===== config.mk =====
export PLATFORM = sky130hd
export DESIGN_NAME = led_seq_ctrl
export DESIGN_NICKNAME = d
export VERILOG_FILES = /design/src/rtl/led_seq_ctrl.sv
export SDC_FILE = /design/constraint.sdc
export NUM_CORES = 1
export LEC_CHECK = 0
export CAP_MARGIN = 20
export CORE_MARGIN = 3
export CORE_UTILIZATION = 50
export CTS_CLUSTER_DIAMETER = 200
export DETAILED_ROUTE_END_ITERATION = 12
export GPL_TIMING_DRIVEN = 0
export PLACE_DENSITY_LB_ADDON = 0.1
export SLEW_MARGIN = 20
export SYNTH_ARGS = -nofsm -noshare
export SYNTH_HDL_FRONTEND = slang
export SYNTH_SLANG_ARGS = --single-unit

===== constraint.sdc =====
create_clock -name PCLK -period 2.35 [get_ports PCLK]
set_clock_uncertainty 0.05 [all_clocks]
set_input_delay 0.3525 -clock PCLK [delete_from_list [all_inputs] [get_ports PCLK]]
set_output_delay 0.3525 -clock PCLK [all_outputs]
set_load 0.02 [all_outputs]

===== src/rtl/led_seq_ctrl.sv =====
// rtl/led_seq_ctrl.sv - two-button LED pattern sequencer with debounce, prescaler and mode FSM
module led_seq_ctrl #(
  parameter int TICK_DIV = 131072,
  parameter int DEB_LEN  = 10000
) (
  input  logic       PCLK,
  input  logic       RESET_N,
  input  logic       BTN_MODE_N,
  input  logic       BTN_HOLD_N,
  output logic [3:0] LD,
  output logic [1:0] MODE,
  output logic       PAUSED
);

  localparam int PW = $clog2(TICK_DIV);
  localparam int DW = $clog2(DEB_LEN);
  localparam logic [PW-1:0] PRE_MAX = PW'(TICK_DIV - 1);
  localparam logic [DW-1:0] DEB_MAX = DW'(DEB_LEN - 1);

  typedef enum logic [1:0] {
    COUNT = 2'b00,
    SHIFT = 2'b01,
    BLINK = 2'b10,
    OFF   = 2'b11
  } mode_t;

  // Bit 0 is the mode button, bit 1 the hold button.
  logic [1:0]    btn_raw;
  logic [1:0]    sync1;
  logic [1:0]    sync2;
  logic [1:0]    stable;
  logic [DW-1:0] deb_cnt [2];
  logic [1:0]    press;

  mode_t         state;
  logic [3:0]    count;
  logic [1:0]    pos;
  logic          dir;
  logic          phase;
  logic [PW-1:0] pre;
  logic          paused;
  logic          tick;

  assign btn_raw = {BTN_HOLD_N, BTN_MODE_N};

  always_ff @(posedge PCLK or negedge RESET_N) begin
    if (!RESET_N) begin
      sync1      <= 2'b11;
      sync2      <= 2'b11;
      stable     <= 2'b11;
      deb_cnt[0] <= '0;
      deb_cnt[1] <= '0;
    end else begin
      sync1 <= btn_raw;
      sync2 <= sync1;
      for (int i = 0; i < 2; i++) begin
        if (sync2[i] == stable[i]) begin
          deb_cnt[i] <= '0;
        end else if (deb_cnt[i] == DEB_MAX) begin
          stable[i]  <= sync2[i];
          deb_cnt[i] <= '0;
        end else begin
          deb_cnt[i] <= deb_cnt[i] + DW'(1);
        end
      end
    end
  end

  // Press fires on the edge where the stable level is about to fall.
  always_comb begin
    for (int i = 0; i < 2; i++) begin
      press[i] = stable[i] & ~sync2[i] & (deb_cnt[i] == DEB_MAX);
    end
  end

  assign tick = (pre == PRE_MAX);

  always_ff @(posedge PCLK or negedge RESET_N) begin
    if (!RESET_N) begin
      state  <= COUNT;
      count  <= 4'd0;
      pos    <= 2'd0;
      dir    <= 1'b0;
      phase  <= 1'b0;
      pre    <= '0;
      paused <= 1'b0;
    end else begin
      if (press[1]) begin
        paused <= ~paused;
      end
      if (press[0]) begin
        state <= mode_t'(state + 2'd1);
        count <= 4'd0;
        pos   <= 2'd0;
        dir   <= 1'b0;
        phase <= 1'b0;
        pre   <= '0;
      end else begin
        pre <= tick ? '0 : pre + PW'(1);
        if (tick && !paused) begin
          case (state)
            COUNT: count <= count + 4'd1;
            SHIFT: begin
              if (!dir) begin
                if (pos == 2'd3) begin
                  pos <= 2'd2;
                  dir <= 1'b1;
                end else begin
                  pos <= pos + 2'd1;
                end
              end else begin
                if (pos == 2'd0) begin
                  pos <= 2'd1;
                  dir <= 1'b0;
                end else begin
                  pos <= pos - 2'd1;
                end
              end
            end
            BLINK: phase <= ~phase;
            OFF:   ;
          endcase
        end
      end
    end
  end

  always_comb begin
    LD = 4'b1111;
    case (state)
      COUNT: LD = ~count;
      SHIFT: LD = ~(4'b0001 << pos);
      BLINK: LD = phase ? 4'b0000 : 4'b1111;
      OFF:   LD = 4'b1111;
    endcase
  end

  assign MODE   = state;
  assign PAUSED = paused;

endmodule


==> impl_metrics.tcl, run 1 <==
set metrics [dict create \
    dp.cells 380 \
    synth-simple-area-share_pct 23.0 \
    die_w_um 83.9 \
    grt.total_usage_pct 16.4 \
    synth_cells 297 \
    antenna_found_initial 0 \
    drv_cap 0 \
    status "complete, no violations" \
    wirelength_um 5240 \
    synthAdderAreaFrac_pct 4.53 \
    drt-initial-drc-count 66 \
    grt_pass1_vias 2068 \
    core.rowCount 27 \
    layout-drive-gt1-share_pct 14.0 \
    end_kind "output pin" \
    r2r_setup_slack_ns 0.18 \
    netlist_area_mm2 0.00304 \
    finalSetupViolCount 0 \
    synth_nets 312 \
    ys_types 38 \
    finalMaxSlewViolations 0 \
    hp-start "sync1[1]" \
    cts_buffer_depth 2 \
    hold_viol_final 0 \
    holdPathEnd "sync2[1]" \
    drtPass1Iterations 4 \
    power_per_cell_area_mw_per_mm2 555 \
    fmax_ghz 0.446 \
    rr_endpoint "count[3]" \
    grt_pass1_wl_um 9330 \
    drc 0 \
    num_io_pins 11 \
    drtAntennaViolNets 0 \
    post-route-period-util_pct 95.4 \
    path_clk_slew_ns 0.06 \
    synth_xor_area_share_pct 12.7 \
    synth_compound_area_share_pct 3.79 \
    cp.arrival_ns 1.84 \
    cts_buffers 9 \
    hold_class "reg -> reg" \
    worst_pin_slew_ns 0.446 \
    critical_path_class "reg -> out" \
    place_ws_ns -0.105 \
    vias 2107 \
    synth_edf_count 0 \
    maxSlewHeadroom_pct 70.0 \
    chipHeight_um 83.9 \
    fp.coreArea_mm2 0.00568 \
    worst_slack_ns 0.107 \
    post-route-min-period_ns 2.24 \
    gp_congestion 0.813 \
    fin_util_pct 60.8 \
    reg2regPathDepth 9 \
    async_flop_share_pct 100 \
    peakVddDrop_mv 0.368 \
    crit_path_max_fanout 6 \
    syn_to_final_growth_pct 13.6 \
    p_leak_nw 1.47 \
    synthFlopType "dfrtp_1" \
    syn_avg_cell_area_um2 10.2 \
    holdPathStages 0 \
    tns_ns 0 \
    rr_startpoint "pre[0]" \
    clk_latency_ns 0.33 \
    startpoint_type "flop" \
    muxShareOfSynthArea_pct 1.07 \
    fin_nets 338 \
    die-area_mm2 0.00704 \
    ys.warnings.count 0 \
    ys_ff_latch 62 \
    htree_levels 3 \
    initial_core_util_pct 53.5 \
    wl_per_cell_um 13.1 \
    cts.sinks 62 \
    portBuffers 10 \
    hold_ws_ns 0.306 \
    synth_top_family_by_area "simple AND/OR/NAND/NOR gates" \
    cts_root_buf "clkbuf_8" \
    antenna_cells 0 \
    vias_per_cell 5.27 \
    cts_tree "built" \
    synth_seq_area_share_pct 51.4 \
    critPathRequiredTime_ns 1.95 \
    dp_hpwl_um 3590 \
    fin_cells 400 \
    grt-ovfl-total 0 \
    grt_max_degree 33 \
]
[report_power, final]
| part | internal, mW | switching (mW) |
|---|---|---|
| sequential | 1.08 | 0.0103 |
| clock | 0.379 | 0.386 |
| combinational | 0.0212 | 0.0371 |
| total | 1.48 | 0.433 |
[metal layers]
| layer | share of wire (%) | global-route usage (%) | vias to the layer above |
|---|---|---|---|
| li1 | - | - | 1061 |
| met1 | 49 | 21.5 | 1020 |
| met5 | 0 | 0 | - |
| met2 | 46 | 25.9 | 17 |
| met4 | 2.0 | 8.33 | 0 |
| met3 | 2.3 | 3.26 | 9 |
[critical path, stage by stage, from the launching register on]
cell and delay, ns:
dfrtp_1 0.39, inv_1 0.10, ha_2 0.23, a211oi_2 0.27, buf_4 0.17, a22oi_1 0.06
clkdlybuf4s15_1 0.29
[state kept, by name (all words and copies together) (netlist names)]
| name | flops |
|---|---|
| MODE | 2 |
| PAUSED | 1 |
| count | 4 |
| deb_cnt | 28 |
| dir | 1 |
| phase | 1 |
| pos | 2 |
| pre | 17 |
| stable | 2 |
| sync1 | 2 |
| sync2 | 2 |
[Yosys cell counts, types with 3 or more instances]
cell type	count	share of area [%]
xor2_1	14	4.0
ha_1	11	4.5
dfstp_2	6	5.2
o21ai_0	9	1.5
a22oi_1	4	0.99
nand4_1	16	3.3
nand2_1	12	1.5
nor3_1	12	2.0
nor2_1	56	6.9
nand3_1	14	2.3
nor4_1	5	1.0
inv_1	17	2.1
a21oi_1	3	0.49
and4_1	4	1.2
xnor2_1	30	8.7
dfrtp_1	56	46
[cells by family after synthesis]
logic type,Yosys count
mux,3
flops,62
buf+inv,22
compound gates,19
fa+ha+maj,11
simple gates,136
xor+xnor,44
[worst max-delay path by stage]
stage | startpoint | end | depth (start not counted)
after floorplan | pre[0] | count[3] | 10
after global placement | RESET_N | deb_cnt[8] | 1
after detailed placement | pre[0] | count[3] | 10
after CTS | pre[0] | count[3] | 9
after global routing | MODE[0] | LD[0] | 6
final | MODE[0] | LD[0] | 6
[cells in the final DEF (no fill, tap or decap), types with 5 or more instances in the layout]
master and count:
dfstp_2 6, nand3_1 14, nor4_1 5, dfrtp_1 56, xnor2_1 30, nand2_1 12, o21ai_0 9, clkbuf_8 9
nor3_1 11, clkdlybuf4s50_1 5, nand4_1 16, xor2_1 14, ha_1 8, inv_1 17, buf_4 7, nor2_1 56
[final cells by class]
class                      count  area, um^2
buffer                         4        41.3
clock buffer                  13         139
clock inverter                 3        15.0
fill                         509        2230
inverter                      17        63.8
multi-input combinational    213        1390
sequential                    62        1560
tap                           72        90.1
timing repair buffer          16         153
[what timing repair did]
item	in CTS	in global routing
pin swaps	1	3
hold buffers	1	0
gates resized for setup	7	10
endpoints found under the hold margin	24	0
buffers inserted	1	3
endpoints found under the setup margin	7	8
[through the flow]
stage               cell area, um^2  power [mW]
floorplan                      3040        1.13
global placement               3230        1.17
detailed placement             3240        1.17
CTS                            3410        1.94
global route                   3450        2.01
finish                         3450        1.91
Note: power is estimated with default switching activity, not from simulation.
==> inputs of run 2 (changes only) <==
--- a/config.mk
+++ b/config.mk
@@ -5,6 +5,7 @@
 export SDC_FILE = /design/constraint.sdc
 export NUM_CORES = 1
 export LEC_CHECK = 0
+export ABC_CLOCK_PERIOD_IN_PS = 2350
 export CAP_MARGIN = 20
 export CORE_MARGIN = 3
 export CORE_UTILIZATION = 50
==> results of run 2 <==
No change in the layout: final DEF, timing and power equal those of run 1.
==> inputs of run 3 (changes only) <==
--- a/config.mk
+++ b/config.mk
@@ -13,7 +13,7 @@
 export DETAILED_ROUTE_END_ITERATION = 12
 export GPL_TIMING_DRIVEN = 0
 export PLACE_DENSITY_LB_ADDON = 0.1
-export SLEW_MARGIN = 20
+export SLEW_MARGIN = 15
 export SYNTH_ARGS = -nofsm -noshare
 export SYNTH_HDL_FRONTEND = slang
 export SYNTH_SLANG_ARGS = --single-unit
==> results of run 3 <==
No change in the layout: final DEF, timing and power equal those of run 1.
